$ cat src/rtl/clock_sequencer.sv
// rtl/clock_sequencer.sv - time-of-day sequencer with cascaded sec/min/hour fields and a SET-mode FSM
//
// Purpose: counts seconds, minutes and hours from a one-cycle tick while in RUN,
// and lets the user step one field at a time with button pulses while in a SET mode.
//
// Ports:
//   clk        system clock, all state changes on its rising edge
//   rst        synchronous, active-high reset
//   tick       one-cycle enable that advances seconds in RUN
//   btn_mode   one-cycle pulse, steps RUN -> SET_HOUR -> SET_MIN -> SET_SEC -> RUN
//   btn_inc    one-cycle pulse, increments the selected field in a SET mode
//   load       one-cycle pulse, presets all three fields from load_sec/min/hour
//   load_*     preset values
//   sec/min/hour  registered field values
//   mode       00 RUN, 01 SET_HOUR, 10 SET_MIN, 11 SET_SEC
//   blink      display-blink flag for the selected field
//   day_pulse  one-cycle pulse on the full-day rollover
module clock_sequencer #(
    parameter int WIDTH    = 6,
    parameter int SEC_MAX  = 59,
    parameter int MIN_MAX  = 59,
    parameter int HOUR_MAX = 23
) (
    input  logic             clk,
    input  logic             rst,
    input  logic             tick,
    input  logic             btn_mode,
    input  logic             btn_inc,
    input  logic             load,
    input  logic [WIDTH-1:0] load_sec,
    input  logic [WIDTH-1:0] load_min,
    input  logic [WIDTH-1:0] load_hour,
    output logic [WIDTH-1:0] sec,
    output logic [WIDTH-1:0] min,
    output logic [WIDTH-1:0] hour,
    output logic [1:0]       mode,
    output logic             blink,
    output logic             day_pulse
);

    typedef enum logic [1:0] {
        MODE_RUN      = 2'b00,
        MODE_SET_HOUR = 2'b01,
        MODE_SET_MIN  = 2'b10,
        MODE_SET_SEC  = 2'b11
    } mode_e;

    localparam logic [WIDTH-1:0] SEC_LIM  = SEC_MAX[WIDTH-1:0];
    localparam logic [WIDTH-1:0] MIN_LIM  = MIN_MAX[WIDTH-1:0];
    localparam logic [WIDTH-1:0] HOUR_LIM = HOUR_MAX[WIDTH-1:0];

    mode_e            mode_q, mode_d;
    logic [WIDTH-1:0] sec_q, sec_d;
    logic [WIDTH-1:0] min_q, min_d;
    logic [WIDTH-1:0] hour_q, hour_d;
    logic             blink_q, blink_d;
    logic             day_q, day_d;

    // Values >= limit wrap to zero, so out-of-range presets recover on the next step.
    function automatic logic [WIDTH-1:0] wrap_inc(input logic [WIDTH-1:0] v,
                                                  input logic [WIDTH-1:0] lim);
        return (v >= lim) ? '0 : v + WIDTH'(1);
    endfunction

    // Cascade result for one RUN tick; each carry needs every lower field to wrap.
    logic             sec_wrap, min_wrap, hour_wrap;
    logic [WIDTH-1:0] run_sec, run_min, run_hour;
    logic             run_day;

    assign sec_wrap  = (sec_q  >= SEC_LIM);
    assign min_wrap  = (min_q  >= MIN_LIM);
    assign hour_wrap = (hour_q >= HOUR_LIM);
    assign run_sec   = wrap_inc(sec_q, SEC_LIM);
    assign run_min   = sec_wrap ? wrap_inc(min_q, MIN_LIM) : min_q;
    assign run_hour  = (sec_wrap && min_wrap) ? wrap_inc(hour_q, HOUR_LIM) : hour_q;
    assign run_day   = sec_wrap && min_wrap && hour_wrap;

    always_comb begin
        mode_d  = mode_q;
        sec_d   = sec_q;
        min_d   = min_q;
        hour_d  = hour_q;
        blink_d = blink_q;
        day_d   = 1'b0;

        if (load) begin
            sec_d  = load_sec;
            min_d  = load_min;
            hour_d = load_hour;
        end else if (btn_mode) begin
            // A tick coinciding with leaving RUN still counts so no second is lost.
            if (mode_q == MODE_RUN && tick) begin
                sec_d  = run_sec;
                min_d  = run_min;
                hour_d = run_hour;
                day_d  = run_day;
            end
            case (mode_q)
                MODE_RUN:      mode_d = MODE_SET_HOUR;
                MODE_SET_HOUR: mode_d = MODE_SET_MIN;
                MODE_SET_MIN:  mode_d = MODE_SET_SEC;
                default:       mode_d = MODE_RUN;
            endcase
            blink_d = 1'b0;
        end else if (btn_inc && mode_q != MODE_RUN) begin
            // Manual stepping never carries into neighbouring fields.
            case (mode_q)
                MODE_SET_HOUR: hour_d = wrap_inc(hour_q, HOUR_LIM);
                MODE_SET_MIN:  min_d  = wrap_inc(min_q, MIN_LIM);
                default:       sec_d  = wrap_inc(sec_q, SEC_LIM);
            endcase
        end else if (tick) begin
            if (mode_q == MODE_RUN) begin
                sec_d  = run_sec;
                min_d  = run_min;
                hour_d = run_hour;
                day_d  = run_day;
            end else begin
                blink_d = ~blink_q;
            end
        end
    end

    always_ff @(posedge clk) begin
        if (rst) begin
            mode_q  <= MODE_RUN;
            sec_q   <= '0;
            min_q   <= '0;
            hour_q  <= '0;
            blink_q <= 1'b0;
            day_q   <= 1'b0;
        end else begin
            mode_q  <= mode_d;
            sec_q   <= sec_d;
            min_q   <= min_d;
            hour_q  <= hour_d;
            blink_q <= blink_d;
            day_q   <= day_d;
        end
    end

    assign sec       = sec_q;
    assign min       = min_q;
    assign hour      = hour_q;
    assign mode      = mode_q;
    assign blink     = blink_q;
    assign day_pulse = day_q;

endmodule

$ cat config.mk
export PLATFORM = sky130hd
export DESIGN_NAME = clock_sequencer
export DESIGN_NICKNAME = d
export VERILOG_FILES = /design/src/rtl/clock_sequencer.sv
export SDC_FILE = /design/constraint.sdc
export NUM_CORES = 1
export LEC_CHECK = 0
export ABC_AREA = 1
export CORE_MARGIN = 5
export CORE_UTILIZATION = 47
export DETAILED_ROUTE_END_ITERATION = 8
export PLACE_DENSITY = 0.79
export SYNTH_ARGS = -nofsm -noshare
export SYNTH_HDL_FRONTEND = slang
export SYNTH_SLANG_ARGS = --single-unit
export TNS_END_PERCENT = 20
$ cat constraint.sdc
create_clock -name clk -period 1.85 [get_ports clk]
set_input_delay 0.37 -clock clk [delete_from_list [all_inputs] [get_ports clk]]
set_output_delay 0.37 -clock clk [all_outputs]
set_load 0.01 [all_outputs]
Word-level counts from Yosys, hierarchy flattened
Cells that the tools add are included.
{"block": "word_totals", "romBits": 0, "inputBits": 24, "out_inout_bits": 22, "latch_bits": 0, "elab_cells": 74, "n_memories": 0, "mem_bits_rw": 0, "ff_bits": 22}
{"block": "classes", "n_bitwise": 2, "addsub": 3, "n_eq_ne": 8, "mux": 36, "div": 0, "reduce_logical": 16, "mul": 0, "n_lt_le_gt_ge": 3, "n_shift": 0}
{"op": "$mux W6", "n": 26}
{"op": "$add A6 B1 Y6 const B", "n": 3}
{"op": "$reduce_and A4 Y1", "n": 4}
{"op": "$ge A6 B6 Y1 const B", "n": 2}
{"op": "$mux W1", "n": 9}
{"op": "$ne A4 B3 Y1 const B", "n": 2}
{"op": "$reduce_bool A4 Y1", "n": 2}
{"op": "$ge A6 B5 Y1 const B", "n": 1}
{"op": "$pmux W2 S3", "n": 1}
{"op": "$logic_and A1 B1 Y1", "n": 4}
{"op": "$ne A2 B2 Y1 const B", "n": 2}
{"op": "$ne A4 B4 Y1 const B", "n": 1}
{"op": "$reduce_bool A2 Y1", "n": 2}
{"op": "$reduce_or A2 Y1", "n": 2}
{"op": "$ne A3 B1 Y1 const B", "n": 1}
{"op": "$eq A2 B1 Y1 const B", "n": 1}
{"op": "$eq A2 B2 Y1 const B", "n": 1}
{"op": "$logic_not A2 Y1", "n": 1}
{"op": "$not A1 Y1", "n": 2}
{"op": "$reduce_and A2 Y1", "n": 1}

Depth between registers and ports, before layout
{"block": "logic_depth", "depth_word": 8, "ltp_mapped": 13}

Worst setup path before layout
Ideal clock, no wire load.
{"block": "synth_timing", "path_kind": "reg2reg", "from": "reg mode_q[0] (netlist: mode[0])", "to": "reg sec_q[3] (netlist: sec[3])", "path_slack_ns": 0.308, "synth_period_minus_slack_ns": 1.542, "t_arrival_ns": 1.429, "required_time_ns": 1.737, "setup_ns": 0.113, "path_stages_with_launch": 13, "cell_sequence": "dfxtp_1 inv_1 ha_1 inv_2 nand3_4 nor2_4 nand2_1 nand2_2 inv_2 nor2_1 nor2_1 o21ai_1 inv_1"}
{"block": "synth_between", "elab_chain_cells": 5}
{"item": "start, declared", "line_no": "52", "source": "mode_e mode_q, mode_d;"}
{"item": "start signal, assigned", "line_no": "133", "source": "mode_q <= mode_d;"}
{"item": "parallel branches: the longest is 5 deep, another holds $ne A4 B4 Y1"}
{"item": "end signal, assigned", "line_no": "127", "source": "sec_q <= '0;"}
{"item": "end signal, assigned", "line_no": "134", "source": "sec_q <= sec_d;"}
{"item": "end, declared", "line_no": "53", "source": "logic [WIDTH-1:0] sec_q, sec_d;"}
Several ways; the timed one is not identified.
A chain may end at the register's enable or synchronous reset.

Final worst setup path
{"block": "layout_timing", "from": "reg min_q[0] (netlist: min[0])", "to": "out min[0]"}
{"item": "start, declared", "line_no": "54", "source": "logic [WIDTH-1:0] min_q, min_d;"}
{"item": "start signal, assigned", "line_no": "135", "source": "min_q <= min_d;"}
{"item": "end, declared", "line_no": "34", "source": "output logic [WIDTH-1:0] min,"}
No word-level cell between the ends.

==> results by group <==
Synth
  • Cell area after synthesis: 1520 um2
  • Synth Area in Adders: 4.95%
  • Yosys reg bits: 22
  • Post-synthesis mux area share: 0%
  • XOR/XNOR Fraction of Synth Area: 1.15%
  • Sequential-to-total area share from yosys stat: 29.0%
  • Synth unique cells: 32
  • Largest family of logic cells by synthesized area: simple AND/OR/NAND/NOR gates
  • Syn avg cell area: 6.90 um2
  • Syn_nets: 250
  • Post-Synth Simple-Gate Area: 36.6%
  • Cell count after synthesis: 220
  • Compound-Gate Fraction of Synth Area: 19.0%
  • Synth warn: 0

Clock tree
  • H-tree depth: 1
  • CTS tree: yes
  • Sinks on Clock Net: 22
  • Worst-Skew Late Latency: 310 ps
  • Hold_buf cts: 0
  • CTS Buf Count: 3
  • Clock Path Buffers: 2
  • Worst-path clk slew: 130 ps
  • Root Buffer Master: clkbuf_4

STA
  • Worst-margin pin slew: 256 ps
  • Peak Freq: 571 MHz
  • Final Skew: 11.4 ps
  • Final worst path period need: 1750 ps
  • Final setup violation count: 0
  • Final setup TNS: 0 ps
  • RSZ-0062 raised after global routing: no
  • Fin crit share: 94.6%
  • Final Slew Violations: 0
  • Normalized max-slew margin: 82.8%
  • Fin. Hold Viols: 0

GRT
  • Vias in the first global route: 1485
  • First-pass GRT wire length: 6.64 mm
  • Total GRT Usage: 18.9%
  • Largest net degree at the start of global routing: 19
  • Initial antenna violation count: 0
  • GRT Residual Overflow: 0

Final layout
  • Commonest cells after routing, fill and taps aside: nand2_1 (45), clkdlybuf4s50_1 (45), a21oi_1 (28)
  • N_diodes: 0
  • Layout cell share with drive strength beyond 1: 15.9%
  • Non-filler instance count after layout: 315
  • Final nets: 302
  • Final core utilization: 67.6%
  • Layout area overhead: 37.0%

Die
  • Die Y: 66.8 um
  • Die W: 66.8 um
  • Initial Util: 49.3%
  • Num rows: 20
  • Core Footprint: 3080 um2
  • Die area: 4470 um2
  • Ports: 46

Flow run
  • MaxCap Viol Count: 0

Critical path
  • Crit-path max cell delay: 590 ps
  • Critical Path, Cell by Cell: clkdlybuf4s50_1
  • Req. time, crit path: 1480 ps
  • CP top delay family: buffers and inverters
  • WP data arrival: 1380 ps
  • Worst setup SP type: register
  • Crit end category: primary output
  • Buf/Inv on CP: 1
  • CP Max Fanout: 8
  • Slowest CP cell: clkdlybuf4s50_1
  • CP Class: register to primary output

Drt
  • Final WL: 3.88 mm
  • Antenna Violating Nets Remaining: 0
  • First-pass DRT Iterations: 4
  • Via density: 5.09
  • Drt wl/cell: 12.3 um
  • Via count: 1603
  • DRC viols: 0
  • Iteration-0 DRC Markers: 70

Pwr
  • LEAKAGE: 0.000897 uW
  • Pwr Total: 1250 uW
  • Max VDD drop: 0.396 mV
  • Pwr/cell area: 602 nW/um2

Worst hold path
  • HP Class: register to register

Status
  • Status: finished, final reports clean

Placed design
  • Routability Congestion: 0.858
  • DP HPWL: 3.11 mm
  • Port Buffers: 45
  • Dpl cells: 311
-- metal layers --
layer  share of wire [%]  global-route usage, %
met2                  47                   31.6
met5                   0                      0
met1                  45                   25.3
met4                0.54                   5.33
met3                 6.8                   2.53
-- stage by stage --
| stage | setup slack [ps] | hold slack, ps | area (um2) |
|---|---|---|---|
| after floorplan | 308 | 439 | 1520 |
| after global placement | 50.7 | 468 | 2040 |
| after detailed placement | 17.1 | 470 | 2040 |
| after CTS | 90.4 | 490 | 2080 |
| after global routing | 13.7 | 522 | 2080 |
| final | 99.7 | 484 | 2080 |
-- final timing paths --
kind	start	to	slack, ps	cells past startpoint
setup reg to reg	mode[0]	hour[1]	210	12
hold / removal	hour[5]	hour[5]	480	2
hold reg to reg	hour[5]	hour[5]	480	2
setup / recovery	min[0]	min[0]	100	1
-- synthesized netlist by cell type --
| cell type | n | area share [%] |
|---|---|---|
| nor3_1 | 1 | 0.33 |
| nand4_1 | 4 | 1.6 |
| buf_6 | 2 | 1.5 |
| a21o_1 | 2 | 0.99 |
| nand3_1 | 10 | 3.3 |
| a21oi_1 | 28 | 9.2 |
| nor4_1 | 1 | 0.41 |
| a32oi_1 | 1 | 0.58 |
| xor2_1 | 2 | 1.2 |
| and3_1 | 1 | 0.41 |
| dfxtp_1 | 22 | 29 |
| o21ai_0 | 16 | 5.3 |
| nand2_4 | 6 | 4.5 |
| buf_2 | 1 | 0.33 |
| or2_2 | 1 | 0.41 |
| nor2_1 | 21 | 5.2 |
| a21oi_2 | 1 | 0.58 |
| clkbuf_1 | 2 | 0.49 |
| ha_1 | 6 | 4.9 |
| nand3_2 | 3 | 2.0 |
| or2_0 | 1 | 0.41 |
| o21ai_1 | 3 | 0.99 |
| clkinv_2 | 1 | 0.33 |
| nand2_2 | 4 | 1.6 |
| nand3_4 | 2 | 2.3 |
| inv_1 | 18 | 4.5 |
| a211oi_1 | 2 | 0.99 |
| a31oi_1 | 1 | 0.41 |
| inv_4 | 1 | 0.41 |
| nor2_4 | 4 | 3.0 |
| inv_2 | 7 | 1.7 |
| nand2_1 | 45 | 11 |
-- power breakdown --
part           total (uW)  internal (uW)  switching [uW]
Clock                 271            120             151
Combinational         410            205             205
Sequential            571            517            54.3
Total                1250            841             410
-- cell families after synthesis --
logic type | after synthesis
AOI/OAI and AO/OA | 54
xor gates and xnor gates | 2
adders and majority gates | 6
buffers and inverters | 32
DFF | 22
and+or+nand+nor | 104
-- flip-flops by register name (all words and copies together), names as in the netlist --
| signal | count |
|---|---|
| day_pulse | 1 |
| hour | 6 |
| mode | 2 |
| sec | 6 |
| min | 6 |
| blink | 1 |
-- timing repair --
item,in CTS,in global routing
endpoints found under the hold margin,0,0
buffers inserted,0,0
gates resized for setup,0,2
setup endpoints to repair,0,3
-- final cells by class --
| type | instances | area, um2 |
|---|---|---|
| clock buffers | 4 | 36.3 |
| inverters | 27 | 105 |
| multi-input cells | 166 | 937 |
| repair buffers | 52 | 503 |
| fillers | 298 | 998 |
| flip-flops and latches | 22 | 443 |
| well taps | 44 | 55.1 |
Note: power is estimated with default switching activity, not from simulation.
